**src/rtl/pes_rtc_pkg.sv**
```systemverilog
// Shared types, limits and helpers for the BCD real-time clock.
package pes_rtc_pkg;

  typedef logic [3:0] bcd_t;

  typedef struct packed {
    bcd_t tens;
    bcd_t units;
  } bcd_byte_t;

  localparam bcd_t        DIGIT_MAX  = 4'd9;
  localparam bcd_t        TENS_MAX   = 4'd5;
  localparam int unsigned HR24_MAX   = 23;
  localparam int unsigned HR12_MAX   = 12;

  function automatic logic is_bcd(bcd_byte_t v);
    return (v.tens <= DIGIT_MAX) && (v.units <= DIGIT_MAX);
  endfunction

  function automatic int unsigned bcd_val(bcd_byte_t v);
    return int'(v.tens) * 10 + int'(v.units);
  endfunction

  // Hours span 00-23 in 24h mode and 01-12 in 12h mode.
  function automatic logic valid_time(bcd_byte_t hr, bcd_byte_t min, bcd_byte_t sec, logic h12);
    logic ok;
    ok = is_bcd(hr) && is_bcd(min) && is_bcd(sec) &&
         (min.tens <= TENS_MAX) && (sec.tens <= TENS_MAX);
    if (h12) ok = ok && (bcd_val(hr) >= 1) && (bcd_val(hr) <= HR12_MAX);
    else     ok = ok && (bcd_val(hr) <= HR24_MAX);
    return ok;
  endfunction

  function automatic bcd_byte_t bcd_inc(bcd_byte_t v);
    bcd_byte_t r;
    if (v.units == DIGIT_MAX) r = '{tens: v.tens + 4'd1, units: 4'd0};
    else                      r = '{tens: v.tens, units: v.units + 4'd1};
    return r;
  endfunction

endpackage

```
**src/rtl/pes_rtc_alarm_bcd_digit_ctr.sv**
```systemverilog
// Single BCD digit counter wrapping at MAX; load beats clear beats count.
module bcd_digit_ctr
  import pes_rtc_pkg::*;
#(
  parameter bcd_t MAX     = DIGIT_MAX,
  parameter bcd_t RST_VAL = 4'd0
) (
  input  logic clk,
  input  logic rst,
  input  logic en,
  input  logic clr,
  input  logic ld,
  input  bcd_t ld_val,
  output bcd_t count,
  output logic carry
);

  // NOTE: state registers use non-blocking assignments so every flop samples pre-edge values.
  always_ff @(posedge clk or negedge rst) begin
    if (!rst)       count <= RST_VAL;
    else if (ld)    count <= ld_val;
    else if (clr)   count <= 4'd0;
    else if (en)    count <= (count == MAX) ? 4'd0 : count + 4'd1;
  end

  assign carry = en && (count == MAX);

endmodule

```
**src/rtl/pes_rtc_alarm.sv**
```systemverilog
// BCD hh:mm:ss real-time clock with prescaler, 12/24h mode, validated load and sticky alarm.
module pes_rtc_alarm
  import pes_rtc_pkg::*;
#(
  parameter int unsigned CLK_DIV = 1,
  parameter bit          H12     = 1'b0
) (
  input  logic       clkin,
  input  logic       rst,
  input  logic       run,
  input  logic       load,
  input  logic [7:0] ld_hr,
  input  logic [7:0] ld_min,
  input  logic [7:0] ld_sec,
  input  logic       ld_pm,
  input  logic       alm_wr,
  input  logic [7:0] alm_hr,
  input  logic [7:0] alm_min,
  input  logic       alm_pm,
  input  logic       alm_arm,
  input  logic       alm_ack,
  output logic [3:0] hrm,
  output logic [3:0] hrl,
  output logic [3:0] minm,
  output logic [3:0] minl,
  output logic [3:0] secm,
  output logic [3:0] secl,
  output logic       pm,
  output logic       tick,
  output logic       alarm,
  output logic       load_err
);

  localparam int unsigned    PW      = (CLK_DIV > 1) ? $clog2(CLK_DIV) : 1;
  localparam logic [PW-1:0]  PS_TERM = PW'(CLK_DIV - 1);

  logic [PW-1:0] presc;
  logic          load_ok, tick_int, alm_match;
  logic          secl_c, secm_c, minl_c, minm_c, hrl_c, hrm_c;
  logic          hr_at_wrap, hr_ld;
  bcd_byte_t     hr_b, min_b, sec_b, hr_wrap_val, hr_next, hr_ld_val;
  bcd_byte_t     nxt_hr, nxt_min, alm_hr_q, alm_min_q;
  logic          nxt_pm, alm_pm_q;

  assign hr_b  = '{tens: hrm,  units: hrl};
  assign min_b = '{tens: minm, units: minl};
  assign sec_b = '{tens: secm, units: secl};

  assign load_ok  = load && valid_time(bcd_byte_t'(ld_hr), bcd_byte_t'(ld_min),
                                       bcd_byte_t'(ld_sec), H12);
  assign tick_int = run && (presc == PS_TERM) && !load_ok;

  always_ff @(posedge clkin or negedge rst) begin
    if (!rst)         presc <= '0;
    else if (load_ok) presc <= '0;
    else if (run)     presc <= (presc == PS_TERM) ? '0 : presc + 1'b1;
  end

  // Hour wraps are irregular in BCD, so they are loaded rather than counted.
  assign hr_at_wrap  = H12 ? ((hr_b == 8'h11) || (hr_b == 8'h12)) : (hr_b == 8'h23);
  assign hr_wrap_val = !H12 ? 8'h00 : ((hr_b == 8'h11) ? 8'h12 : 8'h01);
  assign hr_next     = hr_at_wrap ? hr_wrap_val : bcd_inc(hr_b);
  assign hr_ld       = load_ok || (minm_c && hr_at_wrap);
  assign hr_ld_val   = load_ok ? bcd_byte_t'(ld_hr) : hr_wrap_val;

  bcd_digit_ctr #(.MAX(4'd9)) u_secl (
    .clk(clkin), .rst(rst), .en(tick_int), .clr(1'b0), .ld(load_ok),
    .ld_val(ld_sec[3:0]), .count(secl), .carry(secl_c));
  bcd_digit_ctr #(.MAX(4'd5)) u_secm (
    .clk(clkin), .rst(rst), .en(secl_c), .clr(1'b0), .ld(load_ok),
    .ld_val(ld_sec[7:4]), .count(secm), .carry(secm_c));
  bcd_digit_ctr #(.MAX(4'd9)) u_minl (
    .clk(clkin), .rst(rst), .en(secm_c), .clr(1'b0), .ld(load_ok),
    .ld_val(ld_min[3:0]), .count(minl), .carry(minl_c));
  bcd_digit_ctr #(.MAX(4'd5)) u_minm (
    .clk(clkin), .rst(rst), .en(minl_c), .clr(1'b0), .ld(load_ok),
    .ld_val(ld_min[7:4]), .count(minm), .carry(minm_c));
  // A tens-of-hours overflow is unreachable from valid states; it clears as a guard.
  bcd_digit_ctr #(.MAX(4'd9), .RST_VAL(H12 ? 4'd2 : 4'd0)) u_hrl (
    .clk(clkin), .rst(rst), .en(minm_c && !hr_at_wrap), .clr(hrm_c), .ld(hr_ld),
    .ld_val(hr_ld_val.units), .count(hrl), .carry(hrl_c));
  bcd_digit_ctr #(.MAX(H12 ? 4'd1 : 4'd2), .RST_VAL(H12 ? 4'd1 : 4'd0)) u_hrm (
    .clk(clkin), .rst(rst), .en(hrl_c), .clr(hrm_c), .ld(hr_ld),
    .ld_val(hr_ld_val.tens), .count(hrm), .carry(hrm_c));

  // Time as it will read after this advance; only meaningful when seconds are 59.
  assign nxt_min = (min_b == 8'h59) ? 8'h00 : bcd_inc(min_b);
  assign nxt_hr  = (min_b == 8'h59) ? hr_next : hr_b;
  assign nxt_pm  = pm ^ (H12 && (min_b == 8'h59) && (hr_b == 8'h11));

  assign alm_match = tick_int && alm_arm && (sec_b == 8'h59) &&
                     (nxt_min == alm_min_q) && (nxt_hr == alm_hr_q) &&
                     (!H12 || (nxt_pm == alm_pm_q));

  always_ff @(posedge clkin or negedge rst) begin
    if (!rst) begin
      pm        <= 1'b0;
      tick      <= 1'b0;
      load_err  <= 1'b0;
      alarm     <= 1'b0;
      alm_hr_q  <= '0;
      alm_min_q <= '0;
      alm_pm_q  <= 1'b0;
    end else begin
      tick     <= tick_int;
      load_err <= load && !load_ok;
      if (load_ok)                                 pm <= H12 & ld_pm;
      else if (H12 && minm_c && (hr_b == 8'h11))   pm <= ~pm;
      if (alm_wr) begin
        alm_hr_q  <= bcd_byte_t'(alm_hr);
        alm_min_q <= bcd_byte_t'(alm_min);
        alm_pm_q  <= alm_pm;
      end
      if (alm_match)    alarm <= 1'b1;
      else if (alm_ack) alarm <= 1'b0;
    end
  end

endmodule

```
**config.mk**
```make
export PLATFORM = sky130hd
export DESIGN_NAME = pes_rtc_alarm
export DESIGN_NICKNAME = d
export VERILOG_FILES = /design/src/rtl/pes_rtc_pkg.sv /design/src/rtl/pes_rtc_alarm_bcd_digit_ctr.sv /design/src/rtl/pes_rtc_alarm.sv
export SDC_FILE = /design/constraint.sdc
export NUM_CORES = 1
export LEC_CHECK = 0
export BUFFER_PORTS_ARGS = -buffer_cell sky130_fd_sc_hd__buf_2
export CAP_MARGIN = 0
export CORE_ASPECT_RATIO = 1.75
export CORE_MARGIN = 2
export CORE_UTILIZATION = 45
export CTS_CLUSTER_SIZE = 10
export DETAILED_ROUTE_END_ITERATION = 8
export GPL_TIMING_DRIVEN = 0
export PLACE_DENSITY = 0.69
export SLEW_MARGIN = 20
export SYNTH_ARGS = -nofsm -noshare
export SYNTH_HDL_FRONTEND = slang
export SYNTH_SLANG_ARGS = --single-unit
export TNS_END_PERCENT = 30
```
**constraint.sdc**
```tcl
create_clock -name clkin -period 2.29 [get_ports clkin]
set_input_delay 0.687 -clock clkin [delete_from_list [all_inputs] [get_ports clkin]]
set_output_delay 0.687 -clock clkin [all_outputs]
set_load 0.05 [all_outputs]
```
-- After elaboration in Yosys (flattened, before gate mapping)
Cells that the tools add are included.
- $add $sub $neg: 8
- multipliers: 1
- magnitude comparators: 9
- equal/unequal tests: 11
- mux-type cells: 31
- bitwise logic cells: 1
- reductions and logical operators: 35
- operators by type and width (operator ; number):
    2-to-1 mux 4 bit ; 20
    2-to-1 mux 8 bit ; 6
    adder 4 x 1 -> 4 bit, second input constant ; 6
    <= comparator 4 bit, second input constant ; 6
    logical AND 1 bit ; 24
    equality test 8 x 7 -> 1 bit, second input constant ; 2
    equality test 8 bit ; 2
    equality test 4 bit, second input constant ; 3
    nonzero test 2 bit ; 6
    adder 8 x 4 -> 9 bit ; 1
    <= comparator 9 x 5 -> 1 bit, second input constant ; 1
    equality test 4 x 3 -> 1 bit, second input constant ; 2
    equality test 8 x 6 -> 1 bit, second input constant ; 1
    <= comparator 4 x 3 -> 1 bit, second input constant ; 2
    multiplier 4 x 3 -> 7 bit, second input constant ; 1
    nonzero test 3 bit ; 2
    2-to-1 mux 1 bit ; 5
    equality test 4 x 2 -> 1 bit, second input constant ; 1
    logical NOT 1 bit ; 2
    adder 1 bit, second input constant ; 1
    logical OR 1 bit ; 1
    NOT 1 bit ; 1
- register bits after elaboration: 44
- input bits: 49
- output and inout bits: 28
- word-level logic and storage cells: 110

-- Logic depth before layout (Yosys ltp)
Gate-level depths: netlist of run 1.
- word-level depth: 19
- mapped depth: 12
- mapped depth without buffers: 10

-- Hierarchy
Synthesis of run 1 repeated with hierarchy kept, for this count alone.
- cells, all modules: 352
- area total of the unflattened synthesis: 3259.4 µm²
- modules (own cells, without submodules) (module ; times used ; cells each ; area each (µm²)):
    pes_rtc_alarm ; 1 ; 182 ; 1726.7
    bcd_digit_ctr at u_hrl ... ; 3 ; 26 ; 244.0
    bcd_digit_ctr at u_minm ... ; 2 ; 31 ; 267.8
    bcd_digit_ctr at u_hrm ; 1 ; 30 ; 265.3

-- Worst setup path after synthesis of run 1
Ideal clock, no wire load.
- kind: input port to flip-flop
- start: in ld_hr[5]
- end: reg u_hrl.count[3]
- arrival time: 2.870 ns
- path slack: -0.704 ns
- stages on the path: 10
- buffers on the path: 1
- cell sequence: ha_1 > ha_1 > fa_1 > nor2b_1 > nor4_1 > nand4_1 > a211oi_1 > and2_1 > buf_2 > mux2_2
- longest elaborated chain between the ends: 19
- elaborated cells between the ends (all ways): 26
- those cells by class: add/sub: 1; mul: 1; order compare: 2; mux: 3; reduce/logical: 19
- RTL lines (what ; RTL line ; RTL):
    start, declared ; pes_rtc_alarm.sv:12 ; input logic [7:0] ld_hr,
    branches (longest 6 deep; another with adder 8 x 4 -> 9 bit) ; - ;
    logical AND 1 bit * ; pes_rtc_pkg.sv:30 ; else ok = ok && (bcd_val(hr) <= HR24_MAX);
    logical AND 1 bit * ; pes_rtc_alarm.sv:49 ; assign load_ok = load && valid_time(bcd_byte_t'(ld_hr), bcd_byte_t'(ld_min),
    logical NOT 1 bit ; pes_rtc_alarm.sv:51 ; assign tick_int = run && (presc == PS_TERM) && !load_ok;
    logical AND 1 bit ; pes_rtc_alarm.sv:51 ;
    logical AND 1 bit (4 in a row) ; pes_rtc_alarm_bcd_digit_ctr.sv:26 ; assign carry = en && (count == MAX);
    logical AND 1 bit ; pes_rtc_alarm.sv:80 ; .clk(clkin), .rst(rst), .en(minm_c && !hr_at_wrap), .clr(hrm_c), .ld(hr_ld),
    logical AND 1 bit (2 in a row) ; pes_rtc_alarm_bcd_digit_ctr.sv:26 ;
    2-to-1 mux 4 bit ; pes_rtc_alarm_bcd_digit_ctr.sv:22 ; else if (clr) count <= 4'd0;
    2-to-1 mux 4 bit ; pes_rtc_alarm_bcd_digit_ctr.sv:21 ; else if (ld) count <= ld_val;
    end signal, assigned ; pes_rtc_alarm_bcd_digit_ctr.sv:21 ;
    end signal, assigned ; pes_rtc_alarm_bcd_digit_ctr.sv:23 ; else if (en) count <= (count == MAX) ? 4'd0 : count + 4'd1;
    end, declared ; pes_rtc_alarm_bcd_digit_ctr.sv:14 ; output bcd_t count,
Mark *: on every way between the ends.
A chain may end at the register's enable or synchronous reset.

-- Worst setup path after layout of run 1
- start: in ld_hr[7]
- end: reg u_secm.count[2]
- longest elaborated chain between the ends: 12
- elaborated cells between the ends (all ways): 16
- those cells by class: add/sub: 1; mul: 1; order compare: 2; mux: 1; reduce/logical: 11
- RTL lines (what ; RTL line):
    branches (longest 6 deep; another with adder 8 x 4 -> 9 bit) ; -
    logical AND 1 bit * ; pes_rtc_pkg.sv:30
    logical AND 1 bit * ; pes_rtc_alarm.sv:49
    logical NOT 1 bit ; pes_rtc_alarm.sv:51
    logical AND 1 bit ; pes_rtc_alarm.sv:51
    logical AND 1 bit ; pes_rtc_alarm_bcd_digit_ctr.sv:26
    nonzero test 2 bit (no source line) ; -
    end signal, assigned ; pes_rtc_alarm_bcd_digit_ctr.sv:21
    end signal, assigned ; pes_rtc_alarm_bcd_digit_ctr.sv:23
    end, declared ; pes_rtc_alarm_bcd_digit_ctr.sv:14
Marks and branches as above.

==> results of run 1 <==
cells in the mapped netlist (all sizes together), types with 2 or more instances:
master	instances	area (µm²)
dfrtp	43	1080
o21ai	38	194
a221oi	2	23.8
fa	2	40.0
nor4	2	12.5
nor3	12	65.1
o21a	2	15.0
o22ai	2	12.5
nand2	40	150
a32oi	2	17.5
xor2	8	70.1
nor3b	5	37.5
and2	4	25.0
nand4	3	18.8
buf	11	66.3
nor2b	9	56.3
or3	2	12.5
nor2	18	67.6
mux2	18	203
clkbuf	5	18.8
a211oi	6	45.0
nand2b	4	25.0
mux2i	7	70.1
ha	13	163
and3	3	18.8
inv	12	45.0
nand3b	3	22.5
a21o	2	15.0
xnor2	15	131
a21oi	18	90.1
a2111oi	2	17.5
nand3	6	30.0
a31oi	4	25.0
per-layer routing:
layer | vias to the layer above | GRT usage | part of all wire
li1 | 1407 | - | -
met1 | 1371 | 0.243 | 0.37
met2 | 70 | 0.446 | 0.56
met3 | 18 | 0.0348 | 0.037
met4 | 0 | 0.0952 | 0.028
met5 | - | 0 | 0
area by class of cell:
class | instances | area [µm²] | share of cell area
buffer | 14 | 101 | 0.0250
timing repair buffer | 87 | 558 | 0.138
clock inverter | 2 | 38.8 | 0.00958
clock buffer | 6 | 139 | 0.0343
multi-input combinational | 271 | 1990 | 0.491
inverter | 12 | 45.0 | 0.0111
tap | 82 | 103 | 0.0253
sequential | 43 | 1080 | 0.266
metrics by stage:
stage	util	TNS, ns	area, µm²	instances	worst slack [ns]
6_report	0.619	-10.00	4050	517	-0.438
5_1_grt	0.619	-13.45	4050	517	-0.555
4_1_cts	0.622	-10.98	4070	519	-0.453
3_5_place_dp	0.546	-21.23	3570	496	-0.843
3_3_place_gp	0.546	-20.99	3570	496	-0.831
2_1_floorplan	-	-10.03	3110	342	-0.468
critical path, stage by stage:
cell	delay, ns
buf_8	0.10
ha_4	0.23
ha_4	0.16
fa_2	0.58
nand3_2	0.08
o32ai_2	0.09
nand2_1	0.09
a211oi_2	0.25
and2_4	0.22
buf_12	0.13
mux2_4	0.29
layout by cell type (no fill, tap or decap), types with 6 or more instances in the layout:
cell type	n
nor2b_1	8
a21oi_1	17
nand2_1	40
ha_1	9
o21ai_2	12
xor2_1	8
mux2i_1	7
xnor2_1	15
nor3_1	11
mux2_2	16
o21ai_0	16
nor2_1	17
buf_2	72
buf_4	6
dfrtp_1	43
buf_6	10
inv_1	11
o21ai_1	10
worst max path at each step:
stage,startpoint,endpoint,slack (ns),cells after the start
after CTS,ld_hr[7],u_hrm.count[2]$_DFFE_PN0P_,-0.45,14
after floorplan,ld_hr[5],u_hrl.count[3]$_DFFE_PN0P_,-0.47,10
after detailed placement,ld_hr[5],u_hrl.count[0]$_DFFE_PN0P_,-0.84,12
final,ld_hr[7],u_secm.count[2]$_DFFE_PN0P_,-0.44,11
after global routing,ld_hr[7],load_err$_DFF_PN0_,-0.55,16
after global placement,ld_hr[5],u_secm.count[1]$_DFFE_PN0P_,-0.83,13
timing repair:
item,in CTS,in global routing
endpoints found under the setup margin,26,27
pin swaps,24,5
cloned,1,0
gates resized for setup,43,8
setup buffers,14,1
hold buffers,0,0
flip-flops by register name, summed over array words and instances, names as in the netlist:
register      flops
alarm             1
alm_hr_q          8
alm_min_q         8
load_err          1
tick              1
u_hrl.count       4
u_hrm.count       4
u_minl.count      4
u_minm.count      4
u_secl.count      4
u_secm.count      4
power groups by stage:
stage | Sequential [mW] | Clock [mW] | Combinational (mW)
after CTS | 1.06 | 0.863 | 1.22
final | 1.07 | 0.856 | 1.23
after global placement | 1.07 | 0 | 1.15
after floorplan | 1.40 | 0 | 0.536
after detailed placement | 1.08 | 0 | 1.17
after global routing | 1.09 | 0.897 | 1.32
logic make-up after synthesis:
logic type / synth area share
other cells: 0.00123
flops: 0.353
buf+inv: 0.0426
xor+xnor: 0.0660
mux: 0.0894
compound gates: 0.178
fa+ha+maj: 0.0664
simple gates: 0.203
==> results.cfg, run 1 <==
[status]
outcome = finished with violations
violations = negative setup slack

[clocking]
cts_buffer_depth = 2
cts_tree = done
cts.clk_slew.worst_paths_ns = 0.07
numCtsBuffers = 5
clk_latency_ns = 0.29
cts.sinks = 43
h-tree-depth = 2
clock-root-buffer = clkbuf_16

[timing]
hold_viol = 0
drv_slew = 0
finClkSkew_ns = 0.00757
finalSetupViolCount = 27
max_slew.worst_pin.slew_ns = 0.972
max_freq_mhz = 367
slew_headroom = 0.352
hold_slack_ns = 0.502
period_share = 1.19
grt_setup_unrepaired = yes
min_period_ns = 2.73
setup_ws_ns = -0.438

[critical_path]
critPathCaptureType = register
r2r_end = alarm$_DFFE_PN0P_
rr_worst_depth = 7
worstPathRequired_ns = 2.47
critical_path_class = input port to register
r2r_slack_ns = -0.28
crit_arrival_ns = 2.91
cp_max_fo = 4
critPathLaunchType = input port
regToRegStartpoint = u_hrl.count[0]$_DFFE_PN0P_

[routing]
drt_iter0_drc = 114
final_antenna_net_count = 0
vias = 2866
dr.pass1.iters = 4
vias_per_cell = 5.54
drcViolationCount = 0
wl_mm = 8.19
routedWlPerCell_um = 15.8

[grt]
grt_max_degree = 44
antenna_found_initial = 0
grt_pass1_vias = 2888
track_usage = 0.234
grt_pass1_wl_mm = 13.4
gr-total-overflow = 0

[yosys]
synth-async-reset-ratio = 1.00
synth-main-ff-cell = dfrtp_1
yosys_warnings = 0
yosysSeqAreaShare = 0.353
ys_ff_latch = 43
synth_area_per_cell_um2 = 8.92
yosysUniqueCellTypes = 60
synth_edf_count = 0
synth_fp_nets = 406
netlist_instances = 342
synth_area_mm2 = 0.00305

[floorplanning]
coreArea_mm2 = 0.00654
num_rows = 39
die_h_um = 113
ios = 77
die_area_mm2 = 0.00748
initial_core_util = 0.467
die_x_um = 66.3

[cells_and_area]
layout-drive-gt1-share = 0.352
layout.nets = 498
fillers = 608
diodes = 0
synthToLayoutAreaGrowth_pct = 32.7

[pwr]
ir_worst_vdd_v = 0.000534
combPwrFrac = 0.390
power_density_mw_per_mm2 = 778
p_int_mw = 1.90
p_sw_frac = 0.398
power_mw = 3.15
switchingPower_mw = 1.26
p_leak_nw = 1.77
pwr-share-clk = 0.272
seqPwrFrac = 0.338

[worst_hold_path]
holdPathStages = 2
min_path_type = register to register
min-delay-start = alarm$_DFFE_PN0P_
holdPathEnd = alarm$_DFFE_PN0P_

[placed_design]
port_buffers = 72
hpwl_mm = 5.97
gp_congestion = 0.912

[run]
max_cap_violations = 0
Power figures use the tool's default switching activity.
==> run 2: changes to the inputs <==
--- a/config.mk
+++ b/config.mk
@@ -7,7 +7,6 @@
 export LEC_CHECK = 0
 export BUFFER_PORTS_ARGS = -buffer_cell sky130_fd_sc_hd__buf_2
 export CAP_MARGIN = 0
-export CORE_ASPECT_RATIO = 1.75
 export CORE_MARGIN = 2
 export CORE_UTILIZATION = 45
 export CTS_CLUSTER_SIZE = 10
==> run 2 against run 1 <==
- hold slack got worse by 0.16 ns
- the flow still finishes with violations (negative setup slack)
- flip-flop and latch count is the same
- routed wire length fell by 8.4%
- via count decreased by 2.9%
- critical path type unchanged
- clock skew is 0.0031 ns higher
- highest routed layer unchanged
- fmax down 0.18%
==> results.cfg, run 2 (synthesized netlist as in run 1, its figures left out) <==
[clocking]
h-tree-depth = 2
cts_tree = done
cts.sinks = 43
postCtsHoldBufs = 0
clk_latency_ns = 0.31
cts.clk_slew.worst_paths_ns = 0.09
clock-root-buffer = clkbuf_8
numCtsBuffers = 5
cts_buffer_depth = 2

[routing]
dr.pass1.iters = 4
vias = 2783
drcViolationCount = 0
drt_iter0_drc = 180
wl_mm = 7.50
routedWlPerCell_um = 14.7
vias_per_cell = 5.45
final_antenna_net_count = 0

[timing]
period_share = 1.19
setup_ws_ns = -0.443
grt_setup_unrepaired = yes
hold_viol = 0
drv_slew = 0
slew_headroom = 0.643
finClkSkew_ns = 0.0107
max_freq_mhz = 366
hold_slack_ns = 0.345
finalSetupViolCount = 27
max_slew.worst_pin.slew_ns = 0.535
min_period_ns = 2.73

[grt]
grt_max_degree = 44
antenna_found_initial = 0
grt_pass1_wl_mm = 12.4
gr-total-overflow = 0
grt_pass1_vias = 2647
track_usage = 0.207

[pwr]
power_mw = 2.99
p_leak_nw = 1.70
combPwrFrac = 0.404
pwr-share-clk = 0.239
power_density_mw_per_mm2 = 767
p_int_mw = 1.77
seqPwrFrac = 0.357
switchingPower_mw = 1.21
p_sw_frac = 0.406
ir_worst_vdd_v = 0.000608

[cells_and_area]
mostFrequentLayoutCells = buf_2 (71), dfrtp_1 (43), nand2_1 (40), o21ai_1 (21), a21oi_1 (18)
synthToLayoutAreaGrowth_pct = 27.6
diodes = 0
finalInstanceArea_mm2 = 0.00389
fillers = 614
layout.nets = 494
final_common_cell = buf_2
reg_top3 = alm_hr_q (8), alm_min_q (8)
layout-drive-gt1-share = 0.323

[critical_path]
rr_worst_depth = 9
crit_arrival_ns = 2.93
critPathLaunchType = input port
critPathCaptureType = register
cp_max_fo = 5
worstPathRequired_ns = 2.48
critical_path_class = input port to register

[status]
outcome = finished with violations
violations = negative setup slack

[run]
max_cap_violations = 0

[floorplanning]
num_rows = 30
die_area_mm2 = 0.00746
ios = 77
die_x_um = 86.4
coreArea_mm2 = 0.00668
die_h_um = 86.4
initial_core_util = 0.457

[placed_design]
port_buffers = 72
gp_congestion = 0.861
hpwl_mm = 5.61
placed_cell_area_mm2 = 0.00357

[worst_hold_path]
min_path_type = input port to async pin
## run 2: cell types whose count changed in the layout (fill, tap and decap cells not counted), sizes merged
cell / delta
inv: -1
buf: -3
clkbuf: -2
bufinv: +1
clkinvlp: +1
## run 2: final timing paths
| path | slack [ns] | to | from |
|---|---|---|---|
| max reg2reg | -0.26 | alarm$_DFFE_PN0P_ | u_hrm.count[0]$_DFFE_PN0P_ |
| max | -0.44 | u_hrl.count[3]$_DFFE_PN0P_ | ld_hr[7] |
| min reg2reg | 0.49 | alarm$_DFFE_PN0P_ | alarm$_DFFE_PN0P_ |
| max in group asynchronous | 1.55 | alm_hr_q[0]$_DFFE_PN0P_ | rst |
| min | 0.35 | u_secm.count[2]$_DFFE_PN0P_ | rst |
| min in group clkin | 0.49 | alarm$_DFFE_PN0P_ | alarm$_DFFE_PN0P_ |
## run 2: final cells by class
| cell class | instances | area (µm²) | share of cell area |
|---|---|---|---|
| Tap cell | 80 | 100 | 0.0257 |
| Inverter | 12 | 45.0 | 0.0116 |
| Timing Repair Buffer | 81 | 453 | 0.116 |
| Clock buffer | 5 | 68.8 | 0.0177 |
| Sequential cell | 43 | 1080 | 0.276 |
| Buffer | 16 | 124 | 0.0318 |
| Clock inverter | 3 | 67.6 | 0.0174 |
| Multi-Input combinational cell | 271 | 1960 | 0.503 |
## run 2: critical path, stage by stage
cell and delay, ns:
buf_8 0.10, ha_4 0.23, ha_4 0.16, fa_2 0.57, nand3_2 0.08, o32ai_2 0.14
nand2_1 0.10, a211oi_2 0.23, and2_4 0.21, buf_8 0.13, mux2_4 0.29
## run 2: through the flow
| stage | TNS [ns] | std cells | setup WS, ns | utilization |
|---|---|---|---|---|
| final | -10.25 | 511 | -0.443 | 0.583 |
| after global routing | -13.65 | 511 | -0.564 | 0.583 |
| after CTS | -10.60 | 508 | -0.448 | 0.569 |
| after detailed placement | -21.61 | 494 | -0.862 | 0.534 |
| after global placement | -21.24 | 494 | -0.846 | 0.534 |
| after floorplan | -10.03 | 342 | -0.468 | - |
## run 2: repair_timing
item                       4_1_cts  5_1_grt
setup endpoints to repair       26       27
gates cloned                     1        0
resized for setup               16       18
pin swaps                        7        7
buffers inserted                 5        3
## run 2: power by group through the flow
stage          Sequential [mW]  Combinational (mW)  Clock, mW
2_1_floorplan             1.40               0.536          0
3_3_place_gp              1.07                1.15          0
3_5_place_dp              1.08                1.17          0
4_1_cts                   1.06                1.19      0.726
5_1_grt                   1.09                1.31      0.754
6_report                  1.07                1.21      0.715
## run 2: layer usage
layer,up-vias,track usage,part of all wire
li1,1401,-,-
met1,1307,0.284,0.46
met2,67,0.341,0.48
met3,8,0.0371,0.043
met4,0,0.0497,0.011
met5,-,0,0
==> run 3: changes to the inputs <==
--- a/config.mk
+++ b/config.mk
@@ -12,7 +12,7 @@
 export CTS_CLUSTER_SIZE = 10
 export DETAILED_ROUTE_END_ITERATION = 8
 export GPL_TIMING_DRIVEN = 0
-export PLACE_DENSITY = 0.69
+export PLACE_DENSITY = 0.72
 export SLEW_MARGIN = 20
 export SYNTH_ARGS = -nofsm -noshare
 export SYNTH_HDL_FRONTEND = slang
==> run 3 against run 2 <==
- routed wire length increased by 4.7%
- final cell count increased by 1.2%
- first-iteration DRC count decreased by 30%
- global-route usage increased by 0.57 points
- fmax decreased by 2.6%
- cell area increased by 2.6%
- flip-flop and latch count unchanged
- the run still ends with negative setup slack left
- non-clock buffer count increased by 6
- sequential share of layout area decreased by 0.70 points
==> results.cfg, run 3 (synthesized netlist as in run 1, its figures left out) <==
[routing]
vias_per_cell = 5.50
drt_iter0_drc = 126
dr.pass1.iters = 4
wl_mm = 7.85
final_antenna_net_count = 0
vias = 2846
routedWlPerCell_um = 15.2
drcViolationCount = 0

[run]
max_cap_violations = 0

[cells_and_area]
fin_cells = 517
layout-drive-gt1-share = 0.341
layout.nets = 500
diodes = 0
synthToLayoutAreaGrowth_pct = 30.9
mostFrequentLayoutCells = buf_2 (71), dfrtp_1 (43), nand2_1 (36), nor2_1 (18)
final_common_cell = buf_2
reg_top3 = alm_hr_q (8), alm_min_q (8)
finalInstanceArea_mm2 = 0.00400

[pwr]
power_mw = 2.98
p_sw_frac = 0.408
ir_worst_vdd_v = 0.000713
power_density_mw_per_mm2 = 746
combPwrFrac = 0.403
pwr-share-clk = 0.239
p_int_mw = 1.77
switchingPower_mw = 1.21
p_leak_nw = 1.77
seqPwrFrac = 0.358

[clocking]
h-tree-depth = 2
numCtsBuffers = 5
cts.clk_slew.worst_paths_ns = 0.09
cts_buffer_depth = 2
cts.sinks = 43
clk_latency_ns = 0.30
cts_tree = done
clock-root-buffer = clkbuf_8

[grt]
grt_max_degree = 44
antenna_found_initial = 0
gr-total-overflow = 0
grt_pass1_wl_mm = 12.7
track_usage = 0.213
grt_pass1_vias = 2699

[critical_path]
slowest_delay_ns = 0.57
crit_top_cell = buf_6
cp_top_family = adder cells
crit_chain = buf_8, ha_4, ha_4, fa_2, nand3_2, o32ai_2, nand2_1, a211oi_2, and2_1, buf_6, buf_6, buf_6, a21oi_2, a21o_1
critPathCaptureType = register
worstPathRequired_ns = 2.49
cp_max_fo = 5
rr_worst_depth = 8
cp_slowest_cell = fa_2
critical_path_class = input port to register
crit_arrival_ns = 3.01
cp_num_cells = 14
critPathLaunchType = input port
worst-path-buf-inv = 4

[placed_design]
gp_congestion = 0.812
dpl_worst_slack_ns = -0.865
hpwl_mm = 5.66
dp.cells = 494
placed_cell_area_mm2 = 0.00357
port_buffers = 72

[timing]
period_share = 1.22
hold_slack_ns = 0.362
max_slew.worst_pin.slew_ns = 0.553
grt_setup_unrepaired = yes
hold_viol = 0
setup_ws_ns = -0.515
slew_headroom = 0.631
finClkSkew_ns = 0.0106
max_freq_mhz = 357
drv_slew = 0
min_period_ns = 2.80
finalSetupViolCount = 27

[status]
violations = negative setup slack
outcome = finished with violations

[floorplanning]
coreArea_mm2 = 0.00668
die_area_mm2 = 0.00746
ios = 77
die_x_um = 86.4
num_rows = 30
die_h_um = 86.4
initial_core_util = 0.457

[worst_hold_path]
min_path_type = input port to async pin
==> run 3: cell count changes in the layout (fill, tap and decap cells not counted), moves of 2 or more <==
cell,delta
nand2_4,+2
a2111oi_0,+2
mux2_4,-2
nand2_2,+2
buf_4,-3
buf_6,+8
o21ai_2,+5
nand2_1,-4
mux2_2,+2
o21ai_1,-5
==> run 3: metal layers <==
| metal | part of all wire | global-route usage | vias up |
|---|---|---|---|
| met5 | 0 | 0 | - |
| met3 | 0.040 | 0.0362 | 16 |
| met4 | 0.026 | 0.0895 | 0 |
| met2 | 0.49 | 0.348 | 81 |
| met1 | 0.45 | 0.278 | 1344 |
| li1 | - | - | 1405 |
==> run 3: final cells by class <==
type / instances / area [µm²]
fillers: 614 / 2690
repair buffers: 87 / 558
inverters: 12 / 45.0
clock buffers: 5 / 68.8
plain buffers: 16 / 116
flip-flops and latches: 43 / 1080
multi-input cells: 271 / 1960
clock inverters: 3 / 67.6
well taps: 80 / 100
==> run 3: final timing paths <==
| kind | start | end | slack, ns |
|---|---|---|---|
| max | ld_hr[7] | u_minl.count[3]$_DFFE_PN0P_ | -0.51 |
| min | rst | load_err$_DFF_PN0_ | 0.36 |
| max reg2reg | u_hrm.count[0]$_DFFE_PN0P_ | alarm$_DFFE_PN0P_ | -0.28 |
| min reg2reg | alarm$_DFFE_PN0P_ | alarm$_DFFE_PN0P_ | 0.50 |
| max in group asynchronous | rst | alm_min_q[7]$_DFFE_PN0P_ | 1.54 |
| min in group clkin | alarm$_DFFE_PN0P_ | alarm$_DFFE_PN0P_ | 0.50 |
==> run 3: repair_timing <==
action                                  in CTS  in global routing
hold buffers                                 0                  0
resized for setup                           25                 20
hold endpoints to repair                     0                  0
pin swaps                                    7                 13
cloned                                       1                  1
setup buffers                               13                  0
endpoints found under the setup margin      26                 27
==> run 3: stage by stage <==
stage / utilization / TNS, ns
finish: 0.598 / -12.34
global route: 0.598 / -15.60
CTS: 0.582 / -11.91
detailed placement: 0.534 / -21.53
global placement: 0.534 / -20.87
floorplan: - / -10.03
==> run 3: power by group through the flow <==
stage               logic [mW]  registers [mW]  clock network, mW
finish                    1.20            1.07              0.713
global route              1.30            1.09              0.752
CTS                       1.18            1.07              0.721
detailed placement        1.17            1.08                  0
global placement          1.15            1.07                  0
floorplan                0.536            1.40                  0
